### src/rtl/synaptic_current_accum_pkg.sv
// Shared definitions for the synaptic current accumulator: default sizes,
// FSM state encodings, accumulator width formula and output clamp.
package synaptic_current_accum_pkg;

    localparam int N_SYN_DEF   = 8;
    localparam int W_WIDTH_DEF = 8;
    localparam int CUR_W_DEF   = 8;

    // FSM state encodings (IDLE -> ACCUM -> DONE -> IDLE)
    localparam logic [1:0] ST_IDLE  = 2'd0;
    localparam logic [1:0] ST_ACCUM = 2'd1;
    localparam logic [1:0] ST_DONE  = 2'd2;

    // Accumulator width: one extra bit per doubling of synapse count plus a
    // guard bit, so summing N_SYN extreme weights can never overflow.
    function automatic int acc_width(input int n_syn, input int w_width);
        return w_width + $clog2(n_syn) + 1;
    endfunction

    localparam int ACC_W_DEF = acc_width(N_SYN_DEF, W_WIDTH_DEF);

    // Saturate a signed sum into the unsigned range 0 .. 2^cur_w-1.
    // The caller sign-extends its accumulator to 32 bits and truncates the
    // result back to its own current width.
    function automatic logic [31:0] clamp_to_current(input logic signed [31:0] acc,
                                                     input int                 cur_w);
        int max_val;
        max_val = (1 << cur_w) - 1;
        if (acc < 0) begin
            return '0;
        end else if (acc > max_val) begin
            return 32'(max_val);
        end else begin
            return 32'(acc);
        end
    endfunction

endpackage

### src/rtl/synaptic_current_accum_if.sv
// Bundle of control, weight-write and result signals between the neuron
// front end (master) and the synaptic current accumulator (slave).
interface synaptic_current_accum_if
    import synaptic_current_accum_pkg::*;
#(
    parameter int N_SYN   = N_SYN_DEF,
    parameter int W_WIDTH = W_WIDTH_DEF,
    parameter int CUR_W   = CUR_W_DEF
);
    localparam int ADDR_W = (N_SYN > 1) ? $clog2(N_SYN) : 1;

    // Stimulus side
    logic                       step;
    logic [N_SYN-1:0]           pre_spike;
    logic                       w_we;
    logic [ADDR_W-1:0]          w_addr;
    logic signed [W_WIDTH-1:0]  w_data;

    // Result side
    logic [CUR_W-1:0]           input_current;
    logic                       current_valid;
    logic                       busy;
    logic                       overrun;

    modport master (
        output step, pre_spike, w_we, w_addr, w_data,
        input  input_current, current_valid, busy, overrun
    );

    modport slave (
        input  step, pre_spike, w_we, w_addr, w_data,
        output input_current, current_valid, busy, overrun
    );

endinterface

### src/rtl/synaptic_current_accum_weight_rf.sv
// N_SYN x W_WIDTH signed weight register file. One write port taking effect
// at the clock edge, one combinational read port, so a read and a write of
// the same entry in one cycle returns the old value.
module synapse_weight_rf
    import synaptic_current_accum_pkg::*;
#(
    parameter int N_SYN   = N_SYN_DEF,
    parameter int W_WIDTH = W_WIDTH_DEF,
    parameter int ADDR_W  = (N_SYN > 1) ? $clog2(N_SYN) : 1
) (
    input  logic                       clk,
    input  logic                       reset,
    input  logic                       we_i,
    input  logic [ADDR_W-1:0]          wr_addr_i,
    input  logic signed [W_WIDTH-1:0]  wr_data_i,
    input  logic [ADDR_W-1:0]          rd_addr_i,
    output logic signed [W_WIDTH-1:0]  rd_data_o
);

    // All entries packed side by side so the read mux can slice them
    logic [N_SYN*W_WIDTH-1:0] w_flat;

    genvar gi;
    generate
        for (gi = 0; gi < N_SYN; gi++) begin : gen_entry
            logic signed [W_WIDTH-1:0] w_q;
            logic                      hit;

            assign hit = we_i && (wr_addr_i == ADDR_W'(gi));

            // Per-entry storage: cleared on reset, loaded when addressed
            always_ff @(posedge clk or negedge reset) begin
                if (!reset) begin
                    w_q <= '0;
                end else if (hit) begin
                    w_q <= wr_data_i;
                end
            end

            assign w_flat[gi*W_WIDTH +: W_WIDTH] = w_q;
        end
    endgenerate

    // Combinational read mux; out-of-range addresses read as zero
    always_comb begin
        rd_data_o = '0;
        for (int i = 0; i < N_SYN; i++) begin
            if (rd_addr_i == ADDR_W'(i)) begin
                rd_data_o = w_flat[i*W_WIDTH +: W_WIDTH];
            end
        end
    end

endmodule

### src/rtl/synaptic_current_accum.sv
// Synaptic current accumulator: once per timestep, serially sums the signed
// weights of spiking presynaptic inputs (one synapse per clock, one adder)
// and drives a saturated unsigned input current to the LIF neuron.
module synaptic_current_accum
    import synaptic_current_accum_pkg::*;
#(
    parameter int N_SYN   = N_SYN_DEF,
    parameter int W_WIDTH = W_WIDTH_DEF,
    parameter int CUR_W   = CUR_W_DEF
) (
    input  logic                      clk,
    input  logic                      reset,
    synaptic_current_accum_if.slave   bus
);

    localparam int IDX_W = (N_SYN > 1) ? $clog2(N_SYN) : 1;
    localparam int ACC_W = acc_width(N_SYN, W_WIDTH);

    logic [1:0]                 state_q,   state_d;
    logic [IDX_W-1:0]           idx_q,     idx_d;
    logic [N_SYN-1:0]           snap_q,    snap_d;
    logic signed [ACC_W-1:0]    acc_q,     acc_d;
    logic [CUR_W-1:0]           cur_q,     cur_d;
    logic                       valid_q,   valid_d;
    logic                       overrun_q, overrun_d;

    logic signed [W_WIDTH-1:0]  w_rd;
    logic signed [ACC_W-1:0]    w_ext;
    logic signed [31:0]         acc_ext;
    logic                       last_idx;

    synapse_weight_rf #(
        .N_SYN   (N_SYN),
        .W_WIDTH (W_WIDTH),
        .ADDR_W  (IDX_W)
    ) u_weight_rf (
        .clk       (clk),
        .reset     (reset),
        .we_i      (bus.w_we),
        .wr_addr_i (bus.w_addr),
        .wr_data_i (bus.w_data),
        .rd_addr_i (idx_q),
        .rd_data_o (w_rd)
    );

    assign w_ext    = {{(ACC_W-W_WIDTH){w_rd[W_WIDTH-1]}}, w_rd};
    assign acc_ext  = {{(32-ACC_W){acc_q[ACC_W-1]}}, acc_q};
    assign last_idx = (idx_q == IDX_W'(N_SYN - 1));

    // Next-state logic: FSM sequencing, serial accumulate, clamp on DONE
    always_comb begin
        state_d   = state_q;
        idx_d     = idx_q;
        snap_d    = snap_q;
        acc_d     = acc_q;
        cur_d     = cur_q;
        valid_d   = 1'b0;
        overrun_d = 1'b0;

        case (state_q)
            ST_IDLE: begin
                if (bus.step) begin
                    snap_d  = bus.pre_spike;
                    acc_d   = '0;
                    idx_d   = '0;
                    state_d = ST_ACCUM;
                end
            end
            ST_ACCUM: begin
                // The weight read here is the pre-edge value, so a write to
                // the current index lands after it has been summed.
                if (snap_q[idx_q]) begin
                    acc_d = acc_q + w_ext;
                end
                if (last_idx) begin
                    idx_d   = '0;
                    state_d = ST_DONE;
                end else begin
                    idx_d = idx_q + IDX_W'(1);
                end
            end
            ST_DONE: begin
                cur_d   = CUR_W'(clamp_to_current(acc_ext, CUR_W));
                valid_d = 1'b1;
                state_d = ST_IDLE;
            end
            default: begin
                state_d = ST_IDLE;
            end
        endcase

        // A step arriving mid-accumulation is dropped and flagged
        if (bus.step && (state_q != ST_IDLE)) begin
            overrun_d = 1'b1;
        end
    end

    // State and output registers; reset aborts any partial sum
    always_ff @(posedge clk or negedge reset) begin
        if (!reset) begin
            state_q   <= ST_IDLE;
            idx_q     <= '0;
            snap_q    <= '0;
            acc_q     <= '0;
            cur_q     <= '0;
            valid_q   <= 1'b0;
            overrun_q <= 1'b0;
        end else begin
            state_q   <= state_d;
            idx_q     <= idx_d;
            snap_q    <= snap_d;
            acc_q     <= acc_d;
            cur_q     <= cur_d;
            valid_q   <= valid_d;
            overrun_q <= overrun_d;
        end
    end

    assign bus.input_current = cur_q;
    assign bus.current_valid = valid_q;
    assign bus.busy          = (state_q != ST_IDLE);
    assign bus.overrun       = overrun_q;

endmodule
### src/flat_wrapper.sv
// flat-port wrapper written by rule: the top's interface ports become plain ports
module synaptic_current_accum_flat import synaptic_current_accum_pkg::*;
#(
    parameter int N_SYN   = N_SYN_DEF,
    parameter int W_WIDTH = W_WIDTH_DEF,
    parameter int CUR_W   = CUR_W_DEF
)
  (clk, reset, bus_step, bus_pre_spike, bus_w_we, bus_w_addr, bus_w_data, bus_input_current, bus_current_valid, bus_busy, bus_overrun);
  synaptic_current_accum_if #(.N_SYN(N_SYN), .W_WIDTH(W_WIDTH), .CUR_W(CUR_W)) bus_i ();
  input  logic clk;
  input  logic reset;
  input wire logic [$bits(bus_i.step)-1:0] bus_step;
  input wire logic [$bits(bus_i.pre_spike)-1:0] bus_pre_spike;
  input wire logic [$bits(bus_i.w_we)-1:0] bus_w_we;
  input wire logic [$bits(bus_i.w_addr)-1:0] bus_w_addr;
  input wire logic [$bits(bus_i.w_data)-1:0] bus_w_data;
  output wire logic [$bits(bus_i.input_current)-1:0] bus_input_current;
  output wire logic [$bits(bus_i.current_valid)-1:0] bus_current_valid;
  output wire logic [$bits(bus_i.busy)-1:0] bus_busy;
  output wire logic [$bits(bus_i.overrun)-1:0] bus_overrun;
  assign bus_i.step = bus_step;
  assign bus_i.pre_spike = bus_pre_spike;
  assign bus_i.w_we = bus_w_we;
  assign bus_i.w_addr = bus_w_addr;
  assign bus_i.w_data = bus_w_data;
  assign bus_input_current = bus_i.input_current;
  assign bus_current_valid = bus_i.current_valid;
  assign bus_busy = bus_i.busy;
  assign bus_overrun = bus_i.overrun;
  synaptic_current_accum #(.N_SYN(N_SYN), .W_WIDTH(W_WIDTH), .CUR_W(CUR_W)) u_core (.clk(clk), .reset(reset), .bus(bus_i));
endmodule
### config.mk
export PLATFORM = sky130hd
export DESIGN_NAME = synaptic_current_accum_flat
export DESIGN_NICKNAME = d
export VERILOG_FILES = /design/src/rtl/synaptic_current_accum_pkg.sv /design/src/rtl/synaptic_current_accum_if.sv /design/src/rtl/synaptic_current_accum_weight_rf.sv /design/src/rtl/synaptic_current_accum.sv /design/src/flat_wrapper.sv
export SDC_FILE = /design/constraint.sdc
export NUM_CORES = 1
export LEC_CHECK = 0
export ABC_AREA = 1
export BUFFER_PORTS_ARGS = -buffer_cell sky130_fd_sc_hd__buf_4
export CAP_MARGIN = 20
export CORE_ASPECT_RATIO = 1.75
export CORE_UTILIZATION = 55
export CTS_BUF_LIST = sky130_fd_sc_hd__clkbuf_8
export DETAILED_ROUTE_END_ITERATION = 16
export PLACE_DENSITY = 0.81
export REMOVE_ABC_BUFFERS = 1
export SKIP_LAST_GASP = 1
export SYNTH_ARGS = -nofsm -noshare
export SYNTH_HDL_FRONTEND = slang
export SYNTH_HIERARCHICAL = 1
export SYNTH_SLANG_ARGS = --single-unit
### constraint.sdc
create_clock -name clk -period 2.8 [get_ports clk]
set_input_delay 0.56 -clock clk [delete_from_list [all_inputs] [get_ports clk]]
set_output_delay 0.56 -clock clk [all_outputs]
set_load 0.02 [all_outputs]
==> metrics.md, run 1 <==
| Metric | Value |
|---|---|
| Outcome | `complete, no violations` |
| TritonCTS clock tree | `built` |
| Setup Viol. Count Final | `0` |
| Worst-path clk slew | `0.10 ns` |
| Clock root buffer | `clkbuf_8` |
| CTS buffer count | `9` |
| CP Max Fanout | `11` |
| Io pins | `34` |
| Worst-case clock buffer depth | `2` |
| Die footprint | `9830 um2` |
| CP bufs+invs | `2` |
| Seq/Total Area, Yosys | `47.8%` |
| Worst path top cell family by delay | `simple AND/OR/NAND/NOR gates` |
| Critical Path End Type | `register` |
| Worst r2r path cells | `14` |
| Critical Path Slowest Stage Cell | `dfrtp_2` |
| Initial DRC Count | `269` |
| Core area | `9090 um2` |
| Cell row count | `46` |
| Unrepaired setup endpoints after global routing | `true` |
| Max VDD drop | `0.000445 V` |
| Vias in the first global route | `4352` |
| Post-route setup TNS | `0 ns` |
| Worst Path Arrival | `2.89 ns` |
| Max_slew headroom | `58.4%` |
| Synth top cells by count | `nand2_1 (198), dfrtp_1 (99), o21ai_0 (82)` |
| Placed insts | `796` |
| Max Freq | `0.382 GHz` |
| Total GRT Usage | `27.3%` |
| Synth Area in Simple Gates | `30.0%` |
| Worst reg2reg startpoint | `u_core/idx_q[1]` |
| Post-Synth Adder-Cell Area | `3.53%` |
| First-pass detailed-route iteration total | `5` |
| # H-tree levels | `3` |
| CTS hold repair buffers | `0` |
| Tcrit/Tclk final | `93.5%` |
| Reg-to-Reg End | `u_core/acc_q[10]` |
| Clk_lat worst skew | `0.38 ns` |
| Layout area overhead | `10.6%` |
| Total Power | `6.21 mW` |
| Final slew viol count | `0` |
| Synth top area share | `47.8%` |
| Most frequent cell after synthesis | `nand2_1` |
| Worst slack, placed | `0.0567 ns` |
| Mux share of post-synthesis cell area | `0%` |
| Worst EP required | `3.07 ns` |
| DP HPWL | `9.04 mm` |
| Drt via density | `5.55` |
| Largest net degree at the start of global routing | `39` |
| Worst min path class | `primary input to asynchronous set/reset pin` |
| Initial core utilization | `57.0%` |
| Layout Nets | `727` |
| Ant diodes | `0` |
| Chip width | `75.4 um` |
| Finished Layout Cells | `815` |
| Minimum clock period | `2.62 ns` |
| Share of cells above drive strength 1 | `12.2%` |
| Dominant synthesized flop cell | `dfrtp_1` |
| Async SR Flop Fraction | `100%` |
| EDFF count, synth | `0` |
| Yosys top cell by area | `dfrtp_1` |
| Antenna-violating nets left | `0` |
| Ranking of synthesized cells by area | `dfrtp_1 (48%), nand2_1 (14%), o21ai_0 (7.9%)` |
| Worst setup path category | `register to register` |
| Via count | `4523` |
| Final WL | `12.2 mm` |
| Clk_skew | `0.00640 ns` |
| Final worst setup slack | `0.183 ns` |
| Compound-gate portion of the synthesized area | `9.66%` |
| Average wire per cell in the routed design | `14.9 um` |
| Cell Chain, Critical Path | `buf_4 > nand4_1 > nand4_1 > nor2_1 > nand4_1 > buf_4 > ha_1 > nand2_1 > nor2_1 > nand3_1 > nand3_1 > nand2_1 > nand3_1 > nand2_1` |
| Post-synthesis xor/xnor area fraction | `0.338%` |
| GPL Wtd Cong | `0.902` |
| Pwr/cell area | `1080 nW/um2` |
| Total gr overflow | `0` |
| Clk sink count | `99` |
| Final Cell Area | `5730 um2` |
| Yosys cell types | `28` |
| Syn avg cell area | `7.89 um2` |
| Slowest cell delay on critical path | `0.49 ns` |
| Worst slew pin tran | `0.622 ns` |
| Yosys warns | `6` |
| Syn Inst Count | `657` |
| P_leak | `2.91 nW` |
| Count of final hold-check violations | `0` |
| R2R setup slack | `0.18 ns` |
| Die span in y | `130 um` |
| Placed cell area | `5470 um2` |
| Post-route DRC violation count | `0` |
| Global-route wire length before repair | `19.9 mm` |
| FF+latch count, synth | `99` |
| Mapped cell area | `5180 um2` |
| Critical path launch point type | `register` |
| PortBufs | `33` |
| Max-cap violation count | `0` |
| Initial antenna violation count | `0` |
| Largest family of logic cells by synthesized area | `simple AND/OR/NAND/NOR gates` |
-- where the power goes --
group	switching [mW]	internal [mW]
Clock	0.512	0.419
Sequential	0.291	1.83
Combinational	2.03	1.12
Total	2.84	3.37
-- layout by cell type (no fill, tap or decap), drive strengths merged --
master | netlist | final
nand2 | 199 | 199
dfrtp | 99 | 99
o21ai | 82 | 82
inv | 72 | 74
nor2 | 56 | 56
nand3 | 49 | 49
buf | 20 | 45
nand4 | 35 | 35
a21oi | 15 | 15
ha | 13 | 13
clkbuf | 3 | 9
nor3 | 7 | 7
clkinvlp | 0 | 2
clkinv | 0 | 2
o211ai | 2 | 2
bufinv | 0 | 1
xnor2 | 1 | 1
or3 | 1 | 1
nand3b | 1 | 1
xor2 | 1 | 1
fa | 1 | 1
-- layout make-up --
type / instances / area [um2]
fill: 828 / 3360
sequential: 99 / 2480
multi-input combinational: 463 / 2290
timing repair buffer: 45 / 338
inverter: 72 / 275
tap: 120 / 150
clock buffer: 9 / 124
clock inverter: 7 / 75.1
-- per-layer routing --
metal  routed length (um)  GRT usage [%]
met4                  716           17.2
met3                  445           4.60
met1                 4590           28.8
met2                 6410           48.6
met5                    0              0
-- through the flow --
stage	hold WS, ns	utilization [%]
floorplan	0.264	-
global placement	0.466	60.1
detailed placement	0.461	60.1
CTS	0.137	62.3
global route	0.158	63.0
finish	0.127	63.0
-- registers in the layout (all words and copies together), names as in the netlist --
register / count
u_core/u_weight_rf/gen_entry.w_q: 64
u_core/acc_q: 12
u_core/bus.input_current: 8
u_core/snap_q: 8
u_core/idx_q: 3
u_core/state_q: 2
u_core/bus.current_valid: 1
u_core/bus.overrun: 1
-- how the worst max path moves through the flow --
stage / from / endpoint / slack [ns] / depth (start not counted)
2_1_floorplan: u_core/idx_q[0] / u_core/acc_q[4] / 0.05 / 14
3_3_place_gp: u_core/idx_q[2] / u_core/acc_q[9] / 0.1 / 13
3_5_place_dp: u_core/idx_q[2] / u_core/acc_q[9] / 0.06 / 12
4_1_cts: u_core/idx_q[2] / u_core/acc_q[9] / 0.03 / 12
5_1_grt: u_core/idx_q[0] / u_core/acc_q[4] / -0.02 / 16
6_report: u_core/idx_q[1] / u_core/acc_q[10] / 0.18 / 14
-- cell families (layout without fill, tap and decap cells) --
logic type	count (synthesis)	after routing
AND/OR/NAND/NOR	348	348
AO/OA/AOI/OAI	99	99
flip-flops	99	99
buffers and inverters	95	133
adder cells (fa/ha/maj)	14	14
XOR/XNOR	2	2
-- repair_timing --
| action | 4_1_cts | 5_1_grt |
|---|---|---|
| setup buffers | 0 | 3 |
| resized for setup | 0 | 8 |
| setup endpoints to repair | 0 | 8 |
No activity file was read; power rests on OpenSTA's default activity.
==> run 2, diff against run 1 <==
Settings changed: CORE_ASPECT_RATIO 1.75 to not set.
==> run 2 against run 1 <==
Effect of this change: clock-buffer cell count did not move; clock power fell by 7.4%; worst hold slack improved by 0.040 ns; cell count fell by 1.7%; global-route usage fell by 2.6 points; via count fell by 2.2%; largest cell class unchanged; combinational power fell by 7.0%.
==> metrics.md, run 2 (same netlist as run 1, synthesis figures left out) <==
| Metric | Value |
|---|---|
| Reg-to-Reg End | `u_core/acc_q[9]` |
| Drt via density | `5.52 (-0.46%)` |
| R2R setup slack | `0.17 ns (-0.02 ns)` |
| Net Switching | `2.71 mW (-4.3%)` |
| Via count | `4425 (-2.2%)` |
| Pwr/cell area | `1050 nW/um2 (-3.3%)` |
| Antenna-violating nets left | `0 (unchanged)` |
| Worst setup path category | `register to register` |
| First-pass detailed-route iteration total | `5 (unchanged)` |
| # H-tree levels | `3 (unchanged)` |
| Total gr overflow | `0 (unchanged)` |
| CTS hold repair buffers | `0 (unchanged)` |
| Worst-path clk slew | `0.10 ns (about the same)` |
| Worst r2r path cells | `12 (-2)` |
| Max VDD drop | `0.000437 V (-1.7%)` |
| Largest regs | `u_core/u_weight_rf/gen_entry.w_q x64, u_core/acc_q x12` |
| Sw Ratio | `46.0% (+0.28 points)` |
| CTS buffer count | `9 (unchanged)` |
| Worst slack, placed | `0.164 ns (+0.108 ns)` |
| Total GRT Usage | `24.7% (-2.6 points)` |
| P_leak | `2.88 nW (-0.78%)` |
| Clk_skew | `0.0138 ns (+0.00745 ns)` |
| Vias in the first global route | `4150 (-4.6%)` |
| Placed insts | `785 (-1.4%)` |
| Finished Layout Cells | `801 (-1.7%)` |
| Max_slew headroom | `57.7% (-0.65 points)` |
| Max-cap violation count | `0 (unchanged)` |
| Clk_lat worst skew | `0.37 ns (about the same)` |
| Clock power frac | `14.6% (-0.4 points)` |
| Final Util | `61.3% (-1.7 points)` |
| Post-cts sizing count | `0 (unchanged)` |
| Initial antenna violation count | `0 (unchanged)` |
| Critical path launch point type | `register` |
| Outcome | `complete, no violations` |
| Setup Viol. Count Final | `0 (unchanged)` |
| GPL Wtd Cong | `0.899 (-0.40%)` |
| Setup bufs post-CTS | `0 (unchanged)` |
| Worst min path class | `primary input to asynchronous set/reset pin` |
| Worst slew pin tran | `0.632 ns (+0.00968 ns)` |
| Worst reg2reg startpoint | `u_core/idx_q[1]` |
| Post-route DRC violation count | `0 (unchanged)` |
| Final WL | `11.4 mm (-6.6%)` |
| Max Freq | `0.380 GHz (-0.58%)` |
| Ant diodes | `0 (unchanged)` |
| Most common cell after layout, fill and taps aside | `nand2_1` |
| Hold slack | `0.167 ns (+0.0403 ns)` |
| Die span in y | `99.1 um (-24%)` |
| Critical Path End Type | `register` |
| Number of fill cells | `818 (-1.2%)` |
| Layout Nets | `722 (-0.69%)` |
| Final slew viol count | `0 (unchanged)` |
| Worst Path Arrival | `2.89 ns (about the same)` |
| DP HPWL | `8.34 mm (-7.8%)` |
| Count of final hold-check violations | `0 (unchanged)` |
| Die footprint | `9810 um2 (-0.15%)` |
| Chip width | `99.1 um (+31%)` |
| Io pins | `34 (unchanged)` |
| Initial core utilization | `56.3% (-0.64 points)` |
| Worst EP required | `3.06 ns (about the same)` |
| Worst-case clock buffer depth | `2 (unchanged)` |
| Tcrit/Tclk final | `94.0% (+0.54 points)` |
| Post-route setup TNS | `0 ns (unchanged)` |
| Max reg flops | `64 (unchanged)` |
| Comb pwr share | `49.6% (-1.2 points)` |
| Clock root buffer | `clkbuf_8` |
| Sequential Power Share | `35.9% (+1.7 points)` |
| Largest net degree at the start of global routing | `59 (+51%)` |
| Clk sink count | `99 (unchanged)` |
| Core area | `9200 um2 (+1.1%)` |
| Register name with the most flops | `u_core/u_weight_rf/gen_entry.w_q` |
| Average wire per cell in the routed design | `14.2 um (-5.0%)` |
| Final worst setup slack | `0.168 ns (-0.0152 ns)` |
| Pint | `3.19 mW (-5.3%)` |
| CP Max Fanout | `9 (-2)` |
| Cell row count | `35 (-24%)` |
| Minimum clock period | `2.63 ns (+0.0152 ns)` |
| Setup crit start | `u_core/idx_q[1]` |
| Unrepaired setup endpoints after global routing | `true` |
| Commonest cells after routing, fill and taps aside | `nand2_1 (198), dfrtp_1 (98), o21ai_0 (82), inv_1 (64), nor2_1 (52)` |
| Layout area overhead | `8.81%` |
| TritonCTS clock tree | `built` |
| Global-route wire length before repair | `19.0 mm (-4.1%)` |
| Initial DRC Count | `244 (-9.3%)` |
| Share of cells above drive strength 1 | `11.3% (-0.93 points)` |
| PortBufs | `33 (unchanged)` |
## run 2: cell types whose count changed in the layout (fill, tap and decap cells not counted), sizes merged
| cell | before | now |
|---|---|---|
| inv | 74 | 76 |
| clkinv | 2 | 3 |
| buf | 45 | 40 |
| bufinv | 1 | 0 |
| clkinvlp | 2 | 0 |
## run 2: metrics by stage
stage,power (mW),cell area [um2]
final,5.91,5640
after global placement,4.91,5450
after floorplan,4.21,5000
after global routing,6.45,5640
after detailed placement,5.03,5450
after CTS,5.90,5630
## run 2: worst max-delay path by stage
stage | cells past startpoint | slack, ns | endpoint
global placement | 13 | 0.25 | u_core/acc_q[10]
floorplan | 14 | 0.05 | u_core/acc_q[4]
global route | 12 | -0.02 | u_core/acc_q[9]
CTS | 13 | 0.15 | u_core/acc_q[10]
finish | 12 | 0.17 | u_core/acc_q[9]
detailed placement | 13 | 0.16 | u_core/acc_q[10]
## run 2: area by class of cell
class                      count  area [um2]  share of cell area, %
clock buffer                   9         124                   2.20
timing repair buffer          40         313                   5.55
tap                          111         139                   2.46
multi-input combinational    463        2250                   40.0
clock inverter                 7        56.3                  0.999
sequential                    99        2480                   44.0
inverter                      72         273                   4.84
## run 2: worst max-delay path, cell delays in order (launching register included)
cell and delay [ns]:
dfrtp_2 0.49, nor2_2 0.37, nand2_1 0.26, nor2_1 0.14, nor2_1 0.07, nand4_1 0.20, ha_1 0.33, nand2_1 0.12
inv_1 0.05, a21oi_1 0.20, nand4_1 0.13, nand3_1 0.11, nand2_1 0.05
## run 2: metal layers
layer | part of all wire (%) | track usage, % | up-vias
met5 | 0 | 0 | -
met4 | 2.3 | 9.16 | 0
met3 | 5.4 | 4.40 | 22
met2 | 48 | 41.5 | 155
met1 | 44 | 32.1 | 2050
li1 | - | - | 2198
## run 2: power groups by stage
| stage | combinational (mW) | clock (mW) | sequential, mW |
|---|---|---|---|
| finish | 2.93 | 0.861 | 2.12 |
| global route | 3.35 | 0.936 | 2.17 |
| global placement | 2.79 | 0 | 2.12 |
| floorplan | 2.03 | 0 | 2.19 |
| CTS | 2.91 | 0.883 | 2.11 |
| detailed placement | 2.89 | 0 | 2.14 |
